`src/rtl/spi_flash_arb_pkg.sv`:
```
// Shared types and constants for the SPI flash pad arbiter.
package spi_flash_arb_pkg;

  typedef enum logic [2:0] {
    ST_WAKE_CMD,
    ST_WAKE_WAIT,
    ST_IDLE,
    ST_GRANT,
    ST_GAP
  } state_t;

  // Release-from-deep-power-down opcode.
  localparam logic [7:0] WAKE_OPCODE_DEF = 8'hAB;

  // Half-clock steps used to shift one opcode byte (8 bits x 2 phases).
  localparam int unsigned WAKE_CMD_STEPS = 16;

  function automatic int unsigned max3(input int unsigned a,
                                       input int unsigned b,
                                       input int unsigned c);
    int unsigned m;
    m = a;
    if (b > m) m = b;
    if (c > m) m = c;
    return m;
  endfunction

endpackage

```
`src/rtl/spi_flash_arb_rr_pick.sv`:
```
// Combinational round-robin first-set search starting at ptr, with wrap.
module rr_pick #(
  parameter int unsigned N_REQ = 2,
  parameter int unsigned PW    = 1
) (
  input  logic [N_REQ-1:0] req,
  input  logic [PW-1:0]    ptr,
  output logic [N_REQ-1:0] pick_oh,
  output logic [PW-1:0]    pick_idx,
  output logic             pick_valid
);

  logic [PW-1:0] idx;

  // Walk the requesters from ptr upward; the first set bit wins.
  always_comb begin
    pick_oh    = '0;
    pick_idx   = '0;
    pick_valid = 1'b0;
    idx        = '0;
    for (int unsigned i = 0; i < N_REQ; i++) begin
      idx = PW'((32'(ptr) + i) % N_REQ);
      if (!pick_valid && req[idx]) begin
        pick_valid    = 1'b1;
        pick_oh[idx]  = 1'b1;
        pick_idx      = idx;
      end
    end
  end

endmodule

```
`src/rtl/spi_flash_arb.sv`:
```
// SPI flash pad owner: power-up wake command, then round-robin sharing of
// the pads between requesters with an enforced CS-high gap between owners.
module spi_flash_arb
  import spi_flash_arb_pkg::*;
#(
  parameter int unsigned N_REQ       = 2,
  parameter bit          WAKE_EN     = 1'b1,
  parameter logic [7:0]  WAKE_OPCODE = WAKE_OPCODE_DEF,
  parameter int unsigned WAKE_WAIT   = 36,
  parameter int unsigned CS_GAP      = 4
) (
  input  logic             clk,
  input  logic             rst_n,
  input  logic [N_REQ-1:0] req,
  output logic [N_REQ-1:0] gnt,
  input  logic [N_REQ-1:0] req_mosi,
  input  logic [N_REQ-1:0] req_clk,
  input  logic [N_REQ-1:0] req_cs_n,
  output logic             req_miso,
  output logic             busy,
  output logic             spi_mosi,
  input  logic             spi_miso,
  output logic             spi_clk,
  output logic             spi_cs_n
);

  localparam int unsigned PW    = (N_REQ > 1) ? $clog2(N_REQ) : 1;
  localparam int unsigned CNT_W = $clog2(max3(WAKE_CMD_STEPS, WAKE_WAIT, CS_GAP));
  localparam state_t      ST_RESET = WAKE_EN ? ST_WAKE_CMD : ST_IDLE;

  state_t           state, state_n;
  logic [CNT_W-1:0] cnt, cnt_n;
  logic [N_REQ-1:0] gnt_n;
  logic [PW-1:0]    rr_ptr, rr_n;
  logic [PW-1:0]    owner, owner_n;

  logic [N_REQ-1:0] pick_oh;
  logic [PW-1:0]    pick_idx;
  logic             pick_valid;

  logic             wk_cs_n, wk_clk, wk_mosi;
  logic [2:0]       bit_idx;

  rr_pick #(
    .N_REQ (N_REQ),
    .PW    (PW)
  ) u_pick (
    .req        (req),
    .ptr        (rr_ptr),
    .pick_oh    (pick_oh),
    .pick_idx   (pick_idx),
    .pick_valid (pick_valid)
  );

  assign bit_idx  = 3'd7 - cnt[3:1];
  assign busy     = (state != ST_IDLE);
  assign req_miso = spi_miso;

  // State, counter, grant and round-robin pointer registers.
  always_ff @(posedge clk or negedge rst_n) begin
    if (!rst_n) begin
      state  <= ST_RESET;
      cnt    <= '0;
      gnt    <= '0;
      rr_ptr <= '0;
      owner  <= '0;
    end else begin
      state  <= state_n;
      cnt    <= cnt_n;
      gnt    <= gnt_n;
      rr_ptr <= rr_n;
      owner  <= owner_n;
    end
  end

  // Next-state: wake sequencing, arbitration, release and inter-owner gap.
  always_comb begin
    state_n = state;
    cnt_n   = cnt;
    gnt_n   = gnt;
    rr_n    = rr_ptr;
    owner_n = owner;
    unique case (state)
      ST_WAKE_CMD: begin
        if (cnt == CNT_W'(WAKE_CMD_STEPS - 1)) begin
          state_n = ST_WAKE_WAIT;
          cnt_n   = '0;
        end else begin
          cnt_n = cnt + CNT_W'(1);
        end
      end
      ST_WAKE_WAIT: begin
        if (cnt == CNT_W'(WAKE_WAIT - 1)) begin
          state_n = ST_IDLE;
          cnt_n   = '0;
        end else begin
          cnt_n = cnt + CNT_W'(1);
        end
      end
      ST_IDLE: begin
        if (pick_valid) begin
          state_n = ST_GRANT;
          gnt_n   = pick_oh;
          owner_n = pick_idx;
        end
      end
      ST_GRANT: begin
        if (!req[owner]) begin
          state_n = ST_GAP;
          gnt_n   = '0;
          cnt_n   = '0;
          rr_n    = (owner == PW'(N_REQ - 1)) ? '0 : owner + PW'(1);
        end
      end
      ST_GAP: begin
        // Arbitrate on the last gap cycle so the idle window between
        // owners is exactly CS_GAP cycles rather than CS_GAP plus one.
        if (cnt == CNT_W'(CS_GAP - 1)) begin
          cnt_n = '0;
          if (pick_valid) begin
            state_n = ST_GRANT;
            gnt_n   = pick_oh;
            owner_n = pick_idx;
          end else begin
            state_n = ST_IDLE;
          end
        end else begin
          cnt_n = cnt + CNT_W'(1);
        end
      end
      default: begin
        state_n = ST_RESET;
        cnt_n   = '0;
        gnt_n   = '0;
      end
    endcase
  end

  // Registered wake-command pad drive; idle pads in every other state.
  always_ff @(posedge clk or negedge rst_n) begin
    if (!rst_n) begin
      wk_cs_n <= 1'b1;
      wk_clk  <= 1'b0;
      wk_mosi <= 1'b0;
    end else if (state == ST_WAKE_CMD) begin
      wk_cs_n <= 1'b0;
      wk_clk  <= cnt[0];
      wk_mosi <= WAKE_OPCODE[bit_idx];
    end else begin
      wk_cs_n <= 1'b1;
      wk_clk  <= 1'b0;
      wk_mosi <= 1'b0;
    end
  end

  // Pad mux: granted requester drives the pads combinationally.
  always_comb begin
    spi_cs_n = wk_cs_n;
    spi_clk  = wk_clk;
    spi_mosi = wk_mosi;
    if (state == ST_GRANT) begin
      spi_cs_n = req_cs_n[owner];
      spi_clk  = req_clk[owner];
      spi_mosi = req_mosi[owner];
    end
  end

endmodule
```
`config.mk`:
```
export PLATFORM = sky130hd
export DESIGN_NAME = spi_flash_arb
export DESIGN_NICKNAME = d
export VERILOG_FILES = /design/src/rtl/spi_flash_arb_pkg.sv /design/src/rtl/spi_flash_arb_rr_pick.sv /design/src/rtl/spi_flash_arb.sv
export SDC_FILE = /design/constraint.sdc
export NUM_CORES = 1
export LEC_CHECK = 0
export ABC_AREA = 1
export ABC_CLOCK_PERIOD_IN_PS = 4100
export BUFFER_PORTS_ARGS = -buffer_cell sky130_fd_sc_hd__buf_2
export CORE_MARGIN = 5
export CORE_UTILIZATION = 35
export DETAILED_ROUTE_END_ITERATION = 8
export GPL_TIMING_DRIVEN = 0
export MAX_ROUTING_LAYER = met4
export SYNTH_ARGS = -nofsm -noshare
export SYNTH_HDL_FRONTEND = slang
export SYNTH_SLANG_ARGS = --single-unit
```
`constraint.sdc`:
```
create_clock -name clk -period 4.1 [get_ports clk]
set_input_delay 1.025 -clock clk [delete_from_list [all_inputs] [get_ports clk]]
set_output_delay 1.025 -clock clk [all_outputs]
set_load 0.01 [all_outputs]
```
==> flow_metrics.py, run 1 <==
metrics = {
    "logic_synthesis": {
        "ys_types": 19,
        "synth_area_leaders": "dfrtp_1, nand2_1, nor2_1, nand3_1, inv_1",
        "yosysWarnings": 0,
        "synth.cell_area_sq_um": 998,
        "ys_seq_elements": 16,
        "syn-instance-count": 145,
        "syn-num-nets": 157,
        "yosysSeqAreaShare_pct": 40.2,
        "yosysTopAreaCellShare_pct": 37.6,
        "synth_top_area_cell": "dfrtp_1",
        "avgSynthCellArea_sq_um": 6.89,
    },
    "detailed_routing": {
        "drt-pass1-iter-count": 4,
        "drc": 0,
        "routedWlPerCell_um": 11.0,
        "routed_wl_mm": 2.15,
        "detail-route-antenna-nets": 0,
        "drtIter0Drc": 43,
        "via_per_inst": 4.79,
        "vias": 938,
    },
    "clocking": {
        "clk_latency_ps": 300,
        "post_cts_resized": 0,
        "clock-sinks": 16,
        "clk_pin_slew_ps": 80,
        "clockBufferDepth": 2,
        "cts_setup_buffers": 0,
        "cts-root-buf": "clkbuf_4",
        "tritoncts": "done",
        "htreeDepth": 1,
        "postCtsHoldBufs": 0,
        "cts_inserted_buffers": 3,
    },
    "final_layout": {
        "diodes": 0,
        "fill_cells": 288,
        "final_cell_count_no_fill": 196,
        "drive_gt1_share_pct": 16.4,
        "final_area_sq_um": 1140,
        "nets": 178,
        "area.growth.synth_to_final_pct": 14.5,
    },
    "run_status": {
        "status": "finished, final reports clean",
    },
    "setup_path": {
        "worstSetupEndpointType": "output pin",
        "r2r_slack_ps": 2580,
        "crit_required_ps": 3070,
        "crit_path_start_kind": "input pin",
        "cp_max_fo": 1,
        "path_class": "in2out",
        "cp.arrival_ps": 1480,
    },
    "sta": {
        "period_share_pct": 61.2,
        "rsz0062_at_grt": "no",
        "setup_slack_ps": 1590,
        "period_minus_slack_ps": 2510,
        "setup_violations": 0,
        "fmax_mhz": 399,
        "worst-slew-pin-transition_ps": 535,
        "finalHoldViolCount": 0,
        "finClkSkew_ps": 14.9,
        "slew_violations": 0,
        "finalSetupTns_ps": 0,
        "slew_headroom_pct": 64.1,
    },
    "pwr": {
        "p_total_mw": 0.260,
        "ir_drop_mv": 0.129,
        "leakagePower_nw": 0.641,
        "powerDensity_nw_per_um2": 227,
    },
    "die": {
        "initial_core_util_pct": 36.5,
        "die_h_um": 63.4,
        "die_w_um": 63.4,
        "core_region_area_sq_um": 2730,
        "rows": 19,
        "ioPinCount": 18,
        "dieArea_sq_um": 4020,
    },
    "grt": {
        "grt_first_pass_wirelength_mm": 3.86,
        "grt-ovfl-total": 0,
        "antenna_found_initial": 0,
        "grt_pass1_vias": 899,
        "grt_usage_pct": 11.9,
        "grt_max_degree": 17,
    },
    "place": {
        "place_inst": 192,
        "io_buffers": 16,
        "postPlaceCellArea_sq_um": 1120,
        "hpwlAfterDp_mm": 1.70,
        "dp_slack_ps": 1600,
        "place.gp.congestion": 0.899,
    },
    "hold_path": {
        "worstHoldPathType": "reg2reg",
    },
    "job": {
        "drv_cap": 0,
    },
}
[placed cells by master, fill, tap and decap left out]
cell type and n:
a21oi_1 1, a31oi_1 3, buf_2 16, buf_4 2
clkbuf_1 1, clkbuf_4 3, dfrtp_1 15, dfstp_2 1
ha_1 1, inv_1 18, nand2_1 49, nand3_1 14
nand3_2 1, nand3_4 1, nand4_1 4, nor2_1 20
nor2_2 2, nor2_4 1, nor3_1 2, o21ai_0 6
o21bai_1 2, xor2_1 2
[final timing paths]
path / start / end / depth (start not counted)
setup / recovery: req_mosi[1] / spi_mosi / 4
hold / removal: gnt[0] / gnt[0] / 2
setup reg to reg: cnt[0] / state[2] / 9
hold reg to reg: gnt[0] / gnt[0] / 2
max in group asynchronous: rst_n / wk_cs_n / 1
min in group asynchronous: rst_n / cnt[2] / 1
[worst max-delay path, cell delays in order]
cell	delay, ps
buf_2	80
nand2_1	40
a31oi_1	180
buf_2	160
[cells by family (layout without fill, tap and decap cells)]
family                     count (synthesis)  count (layout)  share of synthesized area [%]
DFF                                       16              16                           40.2
and+or+nand+nor                           94              94                           41.6
AOI/OAI and AO/OA                         12              12                           6.89
adders and majority gates                  1               1                           1.25
buffers and inverters                     20              40                           8.27
xor gates and xnor gates                   2               2                           1.75
[flip-flops by register name (all words and copies together) (netlist names)]
signal / cells
rr_ptr: 1
cnt: 6
gnt: 2
wk_cs_n: 1
state: 3
wk_clk: 1
wk_mosi: 1
owner: 1
[through the flow]
| step | hold WS (ps) | utilization [%] |
|---|---|---|
| floorplan | 487 | - |
| global route | 502 | 41.8 |
| CTS | 477 | 41.8 |
| global placement | 454 | 40.9 |
| detailed placement | 454 | 40.9 |
| finish | 469 | 41.8 |
[area by class of cell]
class                      count  area, sq um  area share, %
buffer                         2         15.0           1.31
clock buffer                   4         26.3           2.30
inverter                      18         67.6           5.91
multi-input combinational    109          514           45.0
sequential                    16          402           35.1
tap                           31         38.8           3.39
timing repair buffer          16         80.1           7.00
[metal layers]
| metal | global-route usage, % | wire (um) | vias up |
|---|---|---|---|
| li1 | - | - | 500 |
| met4 | 2.34 | 13 | 0 |
| met1 | 15.5 | 1060 | 417 |
| met3 | 4.26 | 139 | 2 |
| met5 | - | 0 | - |
| met2 | 17.8 | 944 | 19 |
[cells in the mapped netlist (all sizes together)]
cell	count
nor3	2
o21bai	2
inv	18
nor2	23
dfrtp	15
buf	2
ha	1
dfstp	1
nand4	4
nand2	49
a21oi	1
o21ai	6
a31oi	3
nand3	16
xor2	2
[power by group]
part	total [mW]	leakage (nW)	switching, mW	internal, mW
combinational	0.0131	0.421	0.00801	0.00512
clock	0.0886	0.0150	0.0508	0.0378
sequential	0.158	0.205	0	0.158
total	0.260	0.641	0.0588	0.201
Power figures use the tool's default switching activity.
==> run 2: changes to the inputs <==
ABC_AREA = 0   (was 1)
ABC_CLOCK_PERIOD_IN_PS = 2400   (was 4100)
clock period = 2.4 ns   (was 4.1 ns; I/O delays follow)
==> run 2 against run 1 <==
Sequential share of layout area shrank 0.72 points; synthesized cell count shrank 27%; sequential cell count is the same; total power grew 69%; core utilization grew 0.14 points; combinational power grew 56%; register-to-register slack lost 2000 ps; via count shrank 12%; die area grew 2.0%; wire length grew 2.6%; cell count shrank 20%; critical path type is now reg2out; largest power group unchanged.
==> flow_metrics.py, run 2 <==
metrics = {
    "final_layout": {
        "area.growth.synth_to_final_pct": 14.2,
        "seq_area_sq_um": 402,
        "final_common_cell": "buf_2",
        "fin_util_pct": 42.0,
        "nets": 139,
        "multi_input_area_sq_um": 554,
        "largest_register_ff_count": 6,
        "largest_registers": "cnt: 6 flops, state: 3 flops, gnt: 2 flops",
        "diodes": 0,
        "fill_cells": 285,
        "final_cell_mix": "buf_2, dfrtp_1, nand2_1",
        "top_register": "cnt",
        "drive_gt1_share_pct": 32.5,
    },
    "logic_synthesis": {
        "synth_top_family_by_area": "simple AND/OR/NAND/NOR gates",
        "synth_xor_area_share_pct": 1.71,
        "synth_area_leaders": "dfrtp_1, o21ai_0, mux2i_1, nand2_1, a22o_1",
        "yosysTopAreaCellShare_pct": 36.7,
        "synth_commonest_cells": "dfrtp_1, nand2_1, o21ai_0",
        "synth_top_area_cell": "dfrtp_1",
        "synth_compound_area_share_pct": 20.8,
        "post-synth-top-count-cell": "dfrtp_1",
        "yosysSeqAreaShare_pct": 39.3,
        "synthMuxAreaShare_pct": 7.22,
        "yosys.area_share.simple_pct": 22.3,
        "ys_types": 45,
        "syn-num-nets": 118,
        "ys.flop_type": "dfrtp_1",
        "synth_edf_count": 0,
        "avgSynthCellArea_sq_um": 9.64,
        "ys_seq_elements": 16,
        "yosysWarnings": 0,
        "syn-instance-count": 106,
        "synthAdderAreaFrac_pct": 2.20,
        "async_flop_share_pct": 100,
        "synth.cell_area_sq_um": 1020,
    },
    "detailed_routing": {
        "drtIter0Drc": 33,
        "via_per_inst": 5.27,
        "detail-route-antenna-nets": 0,
        "routed_wl_mm": 2.21,
        "top_layer": "met4",
        "drt-pass1-iter-count": 4,
        "wl_met3_um": 190,
        "route.met2.wl_um": 974,
        "vias": 827,
        "drc": 0,
        "routedWlPerCell_um": 14.1,
        "wl_met1_mm": 1.03,
    },
    "die": {
        "dieArea_sq_um": 4100,
        "core_region_area_sq_um": 2780,
        "die_w_um": 64.0,
        "rows": 19,
        "initial_core_util_pct": 36.8,
        "ioPinCount": 18,
        "die_h_um": 64.0,
    },
    "place": {
        "place.gp.congestion": 0.834,
        "hpwlAfterDp_mm": 1.64,
        "io_buffers": 16,
    },
    "pwr": {
        "ir_drop_mv": 0.404,
        "p_total_mw": 0.439,
        "leakagePower_nw": 0.546,
        "powerDensity_nw_per_um2": 376,
    },
    "clocking": {
        "postCtsHoldBufs": 0,
        "htreeDepth": 1,
        "tritoncts": "done",
        "cts_inserted_buffers": 3,
        "cts-root-buf": "clkbuf_4",
        "post_cts_resized": 0,
        "clk_latency_ps": 290,
        "cts_setup_buffers": 0,
        "clock-sinks": 16,
        "clk_pin_slew_ps": 100,
        "clockBufferDepth": 2,
    },
    "sta": {
        "setup_violations": 0,
        "period_minus_slack_ps": 2130,
        "worst-slew-pin-transition_ps": 451,
        "slew_headroom_pct": 69.8,
        "period_share_pct": 88.6,
        "finClkSkew_ps": 12.9,
        "holdWs_ps": 206,
        "fmax_mhz": 470,
        "finalSetupTns_ps": 0,
        "finalHoldViolCount": 0,
        "slew_violations": 0,
        "rsz0062_at_grt": "no",
    },
    "grt": {
        "grt_first_pass_wirelength_mm": 3.97,
        "grt_pass1_vias": 841,
        "antenna_found_initial": 0,
        "grt-ovfl-total": 0,
        "grt_max_degree": 17,
        "grt_usage_pct": 12.2,
    },
    "setup_path": {
        "worstSetupEndpointType": "output pin",
        "crit_chain": "buf_4 -> nand3b_1 -> o21ai_0 -> buf_2",
        "slowest_stage": "dfrtp_1",
        "reg2reg_depth": 5,
        "path_buf_inv": 2,
        "cp.arrival_ps": 1530,
        "cp_max_fo": 10,
        "crit_path_start_kind": "flip-flop",
        "crit_required_ps": 1800,
        "startpoint": "state[2]",
        "r2r_start": "cnt[1]",
        "path_class": "reg2out",
        "slowest_delay_ps": 400,
        "crit_cells": 4,
        "critPathTopFamily": "flip-flops",
    },
    "job": {
        "drv_cap": 0,
    },
    "hold_path": {
        "worstHoldPathType": "in2async",
    },
    "run_status": {
        "status": "finished, final reports clean",
    },
}
[run 2: cell families after synthesis]
family / count (synthesis)
buf+inv: 11
mux: 7
fa+ha+maj: 2
simple gates: 39
xor+xnor: 2
flops: 16
compound gates: 29
[run 2: worst register-to-register path: stages (launching register included)]
cell	delay [ps]
dfrtp_1	410
ha_1	240
nor3b_2	360
o21ai_1	210
and2_4	230
mux2_2	260
[run 2: worst paths after layout]
path	to	slack, ps
max	spi_cs_n	270
max in group asynchronous	wk_cs_n	1870
min	cnt[1]	210
max reg2reg	cnt[0]	600
min reg2reg	gnt[1]	510
min in group clk	gnt[1]	510
[run 2: final cells by class]
type                            instances  area share (%)
Sequential cell                        16            34.4
Multi-Input combinational cell         79            47.5
Timing Repair Buffer                   16            6.86
Tap cell                               31            3.32
Clock buffer                            4            2.25
Inverter                                4            1.29
Buffer                                  7            4.39
[run 2: stage by stage]
step	cell area (sq um)	setup slack, ps	cells
after floorplan	1020	707	106
after global placement	1140	561	153
after detailed placement	1140	562	153
after CTS	1170	251	157
after global routing	1170	136	157
final	1170	273	157
[run 2: power breakdown]
group / switching (mW) / internal, mW
sequential: 0 / 0.269
clock: 0.0844 / 0.0646
combinational: 0.0119 / 0.00860
[run 2: layer usage]
metal	vias up	global-route usage, %
met5	-	-
met4	0	2.34
met3	2	4.55
met2	30	19.6
met1	377	14.8
li1	418	-
